`config.mk`:
```
export PLATFORM = sky130hd
export DESIGN_NAME = ddr_lane_align_sched
export DESIGN_NICKNAME = d
export VERILOG_FILES = /design/src/rtl/ddr_align_pkg.sv /design/src/rtl/ddr_align_lock_sync.sv /design/src/rtl/ddr_lane_align_sched.sv
export SDC_FILE = /design/constraint.sdc
export NUM_CORES = 1
export LEC_CHECK = 0
export ABC_CLOCK_PERIOD_IN_PS = 2800
export CORE_MARGIN = 2
export CORE_UTILIZATION = 57
export CTS_CLUSTER_DIAMETER = 30
export DETAILED_ROUTE_END_ITERATION = 7
export PLACE_DENSITY = 0.79
export SLEW_MARGIN = 5
export SYNTH_ARGS = -nofsm -noshare
export SYNTH_HDL_FRONTEND = slang
export SYNTH_SLANG_ARGS = --single-unit
export TNS_END_PERCENT = 30
```
`constraint.sdc`:
```
create_clock -name clk -period 2.8 [get_ports clk]
set_input_delay 0.7 -clock clk [delete_from_list [all_inputs] [get_ports clk]]
set_output_delay 0.7 -clock clk [all_outputs]
set_load 0.01 [all_outputs]
```
`src/rtl/ddr_align_pkg.sv`:
```
// Shared types and defaults for the DDR lane alignment sequencer.
// Optional feature macro: DDR_PERIODIC_RETRAIN_EN.
package ddr_align_pkg;

  typedef enum logic [2:0] {
    IDLE        = 3'd0,
    WAIT_LOCK   = 3'd1,
    PULSE       = 3'd2,
    WAIT_RESULT = 3'd3,
    NEXT        = 3'd4,
    DONE        = 3'd5,
    ERR         = 3'd6
  } align_state_e;

  localparam int DEF_NUM_LANES      = 4;
  localparam int DEF_LOCK_STABLE    = 64;
  localparam int DEF_RST_PULSE      = 8;
  localparam int DEF_TIMEOUT        = 4096;
  localparam int DEF_MAX_RETRY      = 3;
  localparam int DEF_RETRAIN_PERIOD = 2 ** 20;

  // Bits needed to hold max_val, never narrower than one bit.
  function automatic int cnt_width(input int max_val);
    return (max_val < 2) ? 1 : $clog2(max_val + 1);
  endfunction

endpackage

```
`src/rtl/ddr_align_lock_sync.sv`:
```
// pll_lock 2-flop synchroniser plus lock stability qualifier.
// lock_ok rises once lock_s held LOCK_STABLE cycles while qual_en.
module ddr_align_lock_sync
  import ddr_align_pkg::*;
#(
  parameter int LOCK_STABLE = DEF_LOCK_STABLE
) (
  input  logic clk,
  input  logic rst_n,
  input  logic pll_lock,
  input  logic qual_en,
  output logic lock_s,
  output logic lock_ok
);

  localparam int CW = cnt_width(LOCK_STABLE - 1);
  localparam logic [CW-1:0] STABLE_END =
    CW'(LOCK_STABLE - 1);

  logic          lock_meta;
  logic [CW-1:0] cnt;

  always_ff @(posedge clk or negedge rst_n) begin
    if (!rst_n) begin
      lock_meta <= 1'b0;
      lock_s    <= 1'b0;
      cnt       <= '0;
    end else begin
      lock_meta <= pll_lock;
      lock_s    <= lock_meta;
      if (!qual_en || !lock_s)
        cnt <= '0;
      else if (!lock_ok)
        cnt <= cnt + 1'b1;
    end
  end

  assign lock_ok = (cnt == STABLE_END);

endmodule

```
`src/rtl/ddr_lane_align_sched.sv`:
```
// Sequences per-lane read-alignment training one lane at a time.
// Optional: DDR_PERIODIC_RETRAIN_EN re-trains every RETRAIN_PERIOD in DONE.
module ddr_lane_align_sched
  import ddr_align_pkg::*;
#(
  parameter int NUM_LANES      = DEF_NUM_LANES,
  parameter int LOCK_STABLE    = DEF_LOCK_STABLE,
  parameter int RST_PULSE      = DEF_RST_PULSE,
  parameter int TIMEOUT        = DEF_TIMEOUT,
  parameter int MAX_RETRY      = DEF_MAX_RETRY,
  parameter int RETRAIN_PERIOD = DEF_RETRAIN_PERIOD,
  localparam int LW = cnt_width(NUM_LANES - 1)
) (
  input  logic                 clk,
  input  logic                 rst_n,
  input  logic                 pll_lock,
  input  logic                 init_start,
  input  logic [NUM_LANES-1:0] lane_good,
  input  logic [NUM_LANES-1:0] lane_err,
  output logic [NUM_LANES-1:0] lane_rst_dp,
  output logic                 pattern_en,
  output logic                 train_busy,
  output logic                 train_done,
  output logic                 train_err,
  output logic [LW-1:0]        err_lane
);

  localparam int TMAX1 =
    (TIMEOUT > RST_PULSE) ? TIMEOUT : RST_PULSE;
  localparam int TMAX =
    (RETRAIN_PERIOD > TMAX1) ? RETRAIN_PERIOD : TMAX1;
  localparam int TW = cnt_width(TMAX);
  localparam int RW = cnt_width(MAX_RETRY);

  localparam logic [TW-1:0] PULSE_END = TW'(RST_PULSE - 1);
  localparam logic [TW-1:0] TMO_END   = TW'(TIMEOUT - 1);
  localparam logic [LW-1:0] LAST_LANE = LW'(NUM_LANES - 1);
  localparam logic [RW-1:0] RETRY_MAX = RW'(MAX_RETRY);
`ifdef DDR_PERIODIC_RETRAIN_EN
  localparam logic [TW-1:0] RETRAIN_END =
    TW'(RETRAIN_PERIOD - 1);
`endif

  align_state_e         state;
  logic [TW-1:0]        timer;
  logic [LW-1:0]        lane_idx;
  logic [LW-1:0]        err_idx;
  logic [RW-1:0]        retry;
  logic [NUM_LANES-1:0] lane_sel;
  logic                 lock_s;
  logic                 lock_ok;
  logic                 qual_en;
  logic                 sel_good;
  logic                 sel_err;
  logic                 in_train;

  assign qual_en = (state == WAIT_LOCK);

  ddr_align_lock_sync #(
    .LOCK_STABLE(LOCK_STABLE)
  ) u_lock_sync (
    .clk     (clk),
    .rst_n   (rst_n),
    .pll_lock(pll_lock),
    .qual_en (qual_en),
    .lock_s  (lock_s),
    .lock_ok (lock_ok)
  );

  always_comb begin
    lane_sel = '0;
    for (int i = 0; i < NUM_LANES; i++)
      lane_sel[i] = (lane_idx == LW'(i));
  end

  // Only the selected lane is observed; good wins over err.
  assign sel_good = |(lane_good & lane_sel);
  assign sel_err  = |(lane_err & lane_sel);
  assign in_train = (state == PULSE)
                 || (state == WAIT_RESULT)
                 || (state == NEXT);

  always_ff @(posedge clk or negedge rst_n) begin
    if (!rst_n) begin
      state       <= IDLE;
      timer       <= '0;
      lane_idx    <= '0;
      retry       <= '0;
      err_idx     <= '0;
      lane_rst_dp <= '0;
      pattern_en  <= 1'b0;
      train_busy  <= 1'b0;
      train_done  <= 1'b0;
      train_err   <= 1'b0;
      err_lane    <= '0;
    end else begin
      lane_rst_dp <= (state == PULSE) ? lane_sel : '0;
      pattern_en  <= in_train;
      train_busy  <= in_train || (state == WAIT_LOCK);
      train_done  <= (state == DONE);
      train_err   <= (state == ERR);
      err_lane    <= (state == ERR) ? err_idx : '0;
      if (timer != '1)
        timer <= timer + 1'b1;
      if (in_train && !lock_s) begin
        state    <= WAIT_LOCK;
        timer    <= '0;
        lane_idx <= '0;
        retry    <= '0;
      end else begin
        unique case (state)
          IDLE: begin
            if (init_start) begin
              state <= WAIT_LOCK;
              timer <= '0;
            end
          end
          WAIT_LOCK: begin
            if (lock_ok) begin
              state    <= PULSE;
              timer    <= '0;
              lane_idx <= '0;
              retry    <= '0;
            end
          end
          PULSE: begin
            if (timer == PULSE_END) begin
              state <= WAIT_RESULT;
              timer <= '0;
            end
          end
          WAIT_RESULT: begin
            if (sel_good) begin
              state <= NEXT;
              timer <= '0;
            end else if (sel_err || timer == TMO_END) begin
              timer <= '0;
              if (retry < RETRY_MAX) begin
                retry <= retry + 1'b1;
                state <= PULSE;
              end else begin
                state   <= ERR;
                err_idx <= lane_idx;
              end
            end
          end
          NEXT: begin
            timer <= '0;
            if (lane_idx == LAST_LANE) begin
              state <= DONE;
            end else begin
              lane_idx <= lane_idx + 1'b1;
              retry    <= '0;
              state    <= PULSE;
            end
          end
          DONE: begin
            if (!lock_s || init_start) begin
              state <= WAIT_LOCK;
              timer <= '0;
            end
`ifdef DDR_PERIODIC_RETRAIN_EN
            else if (timer == RETRAIN_END) begin
              state    <= PULSE;
              timer    <= '0;
              lane_idx <= '0;
              retry    <= '0;
            end
`endif
          end
          ERR: begin
            if (init_start) begin
              state   <= WAIT_LOCK;
              timer   <= '0;
              err_idx <= '0;
            end
          end
          default: state <= IDLE;
        endcase
      end
    end
  end

endmodule

```
==> run_results.csv, run 1 <==
group,metric,value,unit
status,outcome,"completed",
clock_tree,cts_tree,"done",
setup_path,crit_start,"timer[14]",
place,io_buffers,21,
grt,grt_max_degree,22,
timing,rsz0062_at_grt,"false",
timing,slew_viol_final,0,
flow_run,maxCapViolations,0,
routing,drt_iter0_markers,120,
timing,fin_crit_sh,91.84,%
logic_synthesis,async_flop_share,100.0,%
setup_path,cp_cell_sequence,"or4_1 > nor4_2 > a311oi_1 > a311o_1 > a221oi_2 > buf_4 > nor2_1",
timing,whs,0.2898,ns
grt,grt_pass1_vias,1948,
clock_tree,numClockSinks,48,
finish,area_growth,14.54,%
timing,final.setup_skew,0.008706,ns
setup_path,worst-path-stages,7,
logic_synthesis,yosysTopAreaCell,"dfrtp_1",
clock_tree,cts_resized,0,
logic_synthesis,synth_ff_type,"dfrtp_1",
timing,achievable-frequency,388.9,MHz
setup_path,critical_path_arrival,2.76,ns
timing,fin_tns_setup,0,ns
routing,drc_errors,0,
setup_path,crit_type,"reg2reg",
power,ir_drop,0.0004564,V
setup_path,worstPathBufferInverterCount,1,
logic_synthesis,syn_area_per_cell,9.527,sq um
routing,via_per_inst,5.833,
logic_synthesis,postSynthCellCount,262,
grt,grt-ovfl-total,0,
timing,fin_crit,2.572,ns
setup_path,critical_path.max_stage_delay,0.54,ns
clock_tree,hold_buffers,0,
clock_tree,clk_pin_slew,0.09,ns
grt,grt_pass1_wl,8611,um
floorplanning,core_area,4294,sq um
timing,max_slew_margin,41.40,%
logic_synthesis,yosysWarningCount,0,
finish,diodes,0,
floorplanning,fp.dieW,70.18,um
logic_synthesis,netlist.area_leader.share,48.12,%
logic_synthesis,yosysSeqAreaShare,48.12,%
floorplanning,die_h,70.18,um
place,gp_congestion,0.8861,
floorplanning,placementRows,24,
clock_tree,clk_path_buf_depth,2,
setup_path,rr_startpoint,"timer[14]",
clock_tree,cts-root-buf,"clkbuf_8",
setup_path,crit_required,2.99,ns
logic_synthesis,synth_area_leaders,"dfrtp_1 (48%), nor2_1 (7.1%), ha_1 (3.5%), xnor2_1 (3.5%), nand2_1 (3.5%)",
finish,layout.nets,307,
routing,vias,1989,
routing,wl_per_cell,14.21,um
setup_path,endpoint_kind,"flip-flop",
setup_path,worst-path-max-fanout,21,
logic_synthesis,syn_nets,281,
timing,tightest_slew,0.8731,ns
clock_tree,ctsHtreeMaxLevel,2,
place,hpwl,3564,um
floorplanning,die-area,4925,sq um
power,powerDensity,695.0,nW/um^2
finish,drive_gt1_share,7.612,%
routing,detail-route-antenna-nets,0,
setup_path,cp_slowest_cell,"or4_1",
timing,hold_violations,0,
floorplanning,initial_core_util,58.13,%
logic_synthesis,synth_edf_count,0,
routing,drt-pass1-iter-count,4,
finish,fillCellCount,369,
grt,antenna_found_initial,0,
grt,grtUsageTotal,21.79,%
clock_tree,cts_setup_buffers,0,
routing,wirelength,4847,um
logic_synthesis,synth_seq_cells,48,
worst_hold_path,hp-class,"in2async",
clock_tree,cts_buffers,5,
logic_synthesis,syn_area,2496,sq um
setup_path,cp-start-kind,"flip-flop",
power,leakagePower,1.258,nW
timing,setup_viol,0,
clock_tree,clock_latency,0.31,ns
setup_path,r2r_cells,7,
floorplanning,ios,22,
setup_path,path_delay_family,"simple AND/OR/NAND/NOR gates",
logic_synthesis,synth_cell_types,46,
==> layout make-up <==
type	count	area (sq um)	share of cell area, %
clock inverters	3	23.77	0.8315
flip-flops and latches	48	1201	42.01
multi-input cells	196	1212	42.41
inverters	10	37.54	1.313
well taps	52	65.06	2.276
repair buffers	27	250.2	8.753
clock buffers	5	68.82	2.407
==> metrics by stage <==
step	setup WS (ns)	std cells	total power, mW	util, %	cell area, sq um
4_1_cts	0.2414	341	1.996	66.58	2859
3_5_place_dp	0.09765	333	1.582	64.42	2766
6_report	0.2285	341	1.987	66.58	2859
5_1_grt	0.09299	341	2.131	66.58	2859
3_3_place_gp	0.1921	333	1.569	64.42	2766
2_1_floorplan	0.5358	262	1.394	-	2496
==> power breakdown <==
part | internal (mW) | total [mW] | switching, mW | leakage, nW
combinational | 0.292 | 0.702 | 0.410 | 0.566
clock | 0.177 | 0.414 | 0.237 | 0.0404
sequential | 0.773 | 0.871 | 0.0980 | 0.652
==> cell usage after synthesis (5+ instances only) <==
| master | instances |
|---|---|
| dfrtp_1 | 48 |
| ha_1 | 7 |
| nor3_1 | 7 |
| a31oi_1 | 5 |
| xnor2_1 | 10 |
| nor2_1 | 47 |
| and3_1 | 8 |
| inv_1 | 10 |
| o21ai_0 | 5 |
| clkbuf_1 | 5 |
| a21oi_1 | 7 |
| xor2_1 | 8 |
| nand3_1 | 12 |
| nand2_1 | 23 |
| mux2i_1 | 5 |
==> per-layer routing <==
layer	wire length [um]	vias up	part of all wire, %	track usage, %
li1	-	981	-	-
met1	2323	943	48	29.60
met2	2209	57	46	34.92
met3	245	8	5.1	4.906
met4	68	0	1.4	7.051
met5	0	-	0	0
==> cells by family after synthesis <==
logic type / share of synthesized area (%)
XOR/XNOR: 6.316
AND/OR/NAND/NOR: 23.91
flip-flops: 48.12
AO/OA/AOI/OAI: 12.83
multiplexers: 2.005
buffers and inverters: 3.308
adder cells (fa/ha/maj): 3.509
==> sequential cells by signal (all words and copies together), names as in the netlist <==
| register | flops |
|---|---|
| timer | 21 |
| u_lock_sync.cnt | 6 |
| lane_rst_dp | 4 |
| state | 3 |
| err_idx | 2 |
| err_lane | 2 |
| lane_idx | 2 |
| retry | 2 |
| pattern_en | 1 |
| train_busy | 1 |
| train_done | 1 |
| train_err | 1 |
| u_lock_sync.lock_meta | 1 |
| u_lock_sync.lock_s | 1 |
==> final timing paths <==
kind	end	slack, ns
min in group clk	u_lock_sync.lock_s	0.36
min reg2reg	u_lock_sync.lock_s	0.36
max reg2reg	timer[4]	0.23
min	timer[17]	0.29
max in group asynchronous	u_lock_sync.cnt[4]	1.94
max	timer[4]	0.23
==> cells in the final DEF (no fill, tap or decap), types with 3 or more instances in the layout <==
cell type,Yosys,layout
and2_1,3,3
xnor2_1,10,10
a22o_1,3,3
nor3_1,7,7
clkdlybuf4s50_1,0,20
xor2_1,8,8
and3_1,8,8
a22oi_1,3,3
nor3b_1,4,4
nand2_1,23,23
a31oi_1,5,5
a21oi_1,7,7
nor2_1,47,47
ha_1,7,7
nand3_1,12,12
nor4_1,3,3
clkbuf_8,0,5
o21ai_0,5,5
dfrtp_1,48,48
inv_1,10,10
mux2i_1,5,5
nor2b_1,3,3
buf_4,0,6
a311oi_1,3,3
a32o_1,3,3
No activity file was read; power rests on OpenSTA's default activity.
==> inputs of run 2 (changes only) <==
GPL_TIMING_DRIVEN = 0   (was not set)
==> run 2 against run 1 <==
Hold slack worse by 0.029 ns. Maximum frequency up 0.87%. Count of clock-buffer cells in the layout up 1. Register-to-register slack better by 0.02 ns. Non-clock buffer count up 3. Via count up 2.4%. Critical path depth unchanged. Largest cell class unchanged. Sequential power down 4.5%. Largest power group unchanged. Setup slack better by 0.022 ns.
==> run_results.csv, run 2 (synthesis gave the netlist of run 1 again) <==
group,metric,value,unit
setup_path,critical_path_arrival,2.74,ns
timing,achievable-frequency,392.3,MHz
setup_path,r2r_slack,0.25,ns
routing,detail-route-antenna-nets,0,
setup_path,rr_endpoint,"timer[16]",
setup_path,rr_startpoint,"timer[14]",
timing,rsz0062_at_grt,"false",
timing,setup_viol,0,
finish,diodes,0,
clock_tree,ctsHtreeMaxLevel,2,
power,leakagePower,1.272,nW
grt,grt-ovfl-total,0,
timing,fin_crit_sh,91.05,%
timing,fin_ws,0.2507,ns
timing,hold_violations,0,
grt,grt_max_degree,39,
place,io_buffers,21,
floorplanning,die_h,70.18,um
setup_path,cp-start-kind,"flip-flop",
clock_tree,clock_latency,0.30,ns
floorplanning,fp.dieW,70.18,um
clock_tree,clk_pin_slew,0.08,ns
grt,grt_pass1_vias,1895,
power,powerDensity,729.4,nW/um^2
routing,via_per_inst,5.922,
finish,area_growth,16.19,%
routing,drt-pass1-iter-count,4,
setup_path,endpoint_kind,"flip-flop",
finish,largest_reg_flops,21,
finish,reg.largest.list,"timer x21, u_lock_sync.cnt x6, lane_rst_dp x4",
grt,antenna_found_initial,0,
timing,tightest_slew,0.8116,ns
routing,wirelength,5076,um
finish,drive_gt1_share,6.507,%
floorplanning,placementRows,24,
setup_path,worst-path-max-fanout,10,
timing,max_slew_margin,45.53,%
place,pre_cts_slack,-0.08764,ns
setup_path,crit_required,2.99,ns
place,gp_congestion,0.9582,
finish,layout_commonest_cell,"dfrtp_1",
floorplanning,initial_core_util,58.13,%
setup_path,crit_start,"timer[14]",
power,finalPower,2.116,mW
routing,drc_errors,0,
setup_path,crit_type,"reg2reg",
clock_tree,cts_setup_buffers,0,
floorplanning,die-area,4925,sq um
power,ir_drop,0.0004182,V
finish,layout.nets,310,
timing,final.setup_skew,0.008078,ns
clock_tree,clk_path_buf_depth,2,
setup_path,critical_path.max_stage_delay,0.55,ns
flow_run,maxCapViolations,0,
floorplanning,core_area,4294,sq um
finish,largest-register,"timer",
setup_path,r2r_cells,7,
routing,vias,2037,
status,outcome,"completed",
clock_tree,cts_buffers,5,
setup_path,cp_slowest_cell,"or4_1",
worst_hold_path,hp-class,"in2async",
timing,fin_crit,2.549,ns
clock_tree,cts_tree,"done",
grt,grtUsageTotal,21.50,%
place,hpwl,3606,um
setup_path,cp_cell_sequence,"or4_1 > nor4_2 > a311oi_1 > a311o_1 > a221oi_2 > buf_6 > nor2_1",
routing,wl_per_cell,14.76,um
timing,slew_viol_final,0,
clock_tree,cts-root-buf,"clkbuf_8",
finish,final_cell_mix,"dfrtp_1 (48), nor2_1 (47), nand2_1 (23), clkdlybuf4s50_1 (20), nand3_1 (12)",
clock_tree,numClockSinks,48,
floorplanning,ios,22,
grt,grt_pass1_wl,8480,um
routing,drt_iter0_markers,134,
## run 2: changes by cell type in the layout (fill, tap and decap cells not counted), sizes merged
cell / previous run / this run
bufinv: 0 / 1
buf: 7 / 5
clkbuf: 5 / 11
clkinvlp: 2 / 0
## run 2: layer usage
layer,GRT usage (%),vias to the layer above,wire [um]
met5,0,-,0
li1,-,985,-
met3,4.329,7,241
met2,35.66,59,2411
met4,6.197,0,74
met1,28.76,986,2349
## run 2: area by class of cell
| cell class | instances | area [sq um] |
|---|---|---|
| Clock buffer | 6 | 72.57 |
| Tap cell | 52 | 65.06 |
| Timing Repair Buffer | 22 | 225.2 |
| Inverter | 10 | 37.54 |
| Sequential cell | 48 | 1201 |
| Multi-Input combinational cell | 196 | 1219 |
| Buffer | 8 | 45.04 |
| Clock inverter | 2 | 35.03 |
| Fill cell | 351 | 1394 |
## run 2: what timing repair did
item / 4_1_cts / 5_1_grt
endpoints found under the setup margin: 0 / 2
resized for setup: 0 / 1
hold buffers: 0 / 0
## run 2: worst max-delay path, delay by kind of cell (launching register included)
kind / cells / cell delay (ns)
buf+inv: 1 / 0.20
compound gates: 3 / 0.87
simple gates: 3 / 0.94
flops: 1 / 0.43
## run 2: report_power, final
group          switching [mW]  internal (mW)
clock                   0.226          0.265
combinational           0.476          0.316
sequential             0.0585          0.774
## run 2: per-stage QoR
| step | instances | instance area [sq um] | util (%) | setup TNS [ns] | hold slack, ns |
|---|---|---|---|---|---|
| floorplan | 262 | 2496 | - | 0 | 0.3312 |
| global placement | 335 | 2771 | 64.54 | -11.73 | 0.3322 |
| detailed placement | 336 | 2786 | 64.89 | -0.7092 | 0.3385 |
| CTS | 344 | 2894 | 67.40 | 0 | 0.2716 |
| global route | 344 | 2900 | 67.54 | 0 | 0.2804 |
| finish | 344 | 2900 | 67.54 | 0 | 0.2610 |
## run 2: how the worst max path moves through the flow
stage | end | depth (start not counted)
finish | timer[16] | 7
CTS | timer[14] | 8
global route | timer[17] | 7
detailed placement | timer[14] | 8
floorplan | timer[20] | 7
global placement | u_lock_sync.cnt[3] | 1
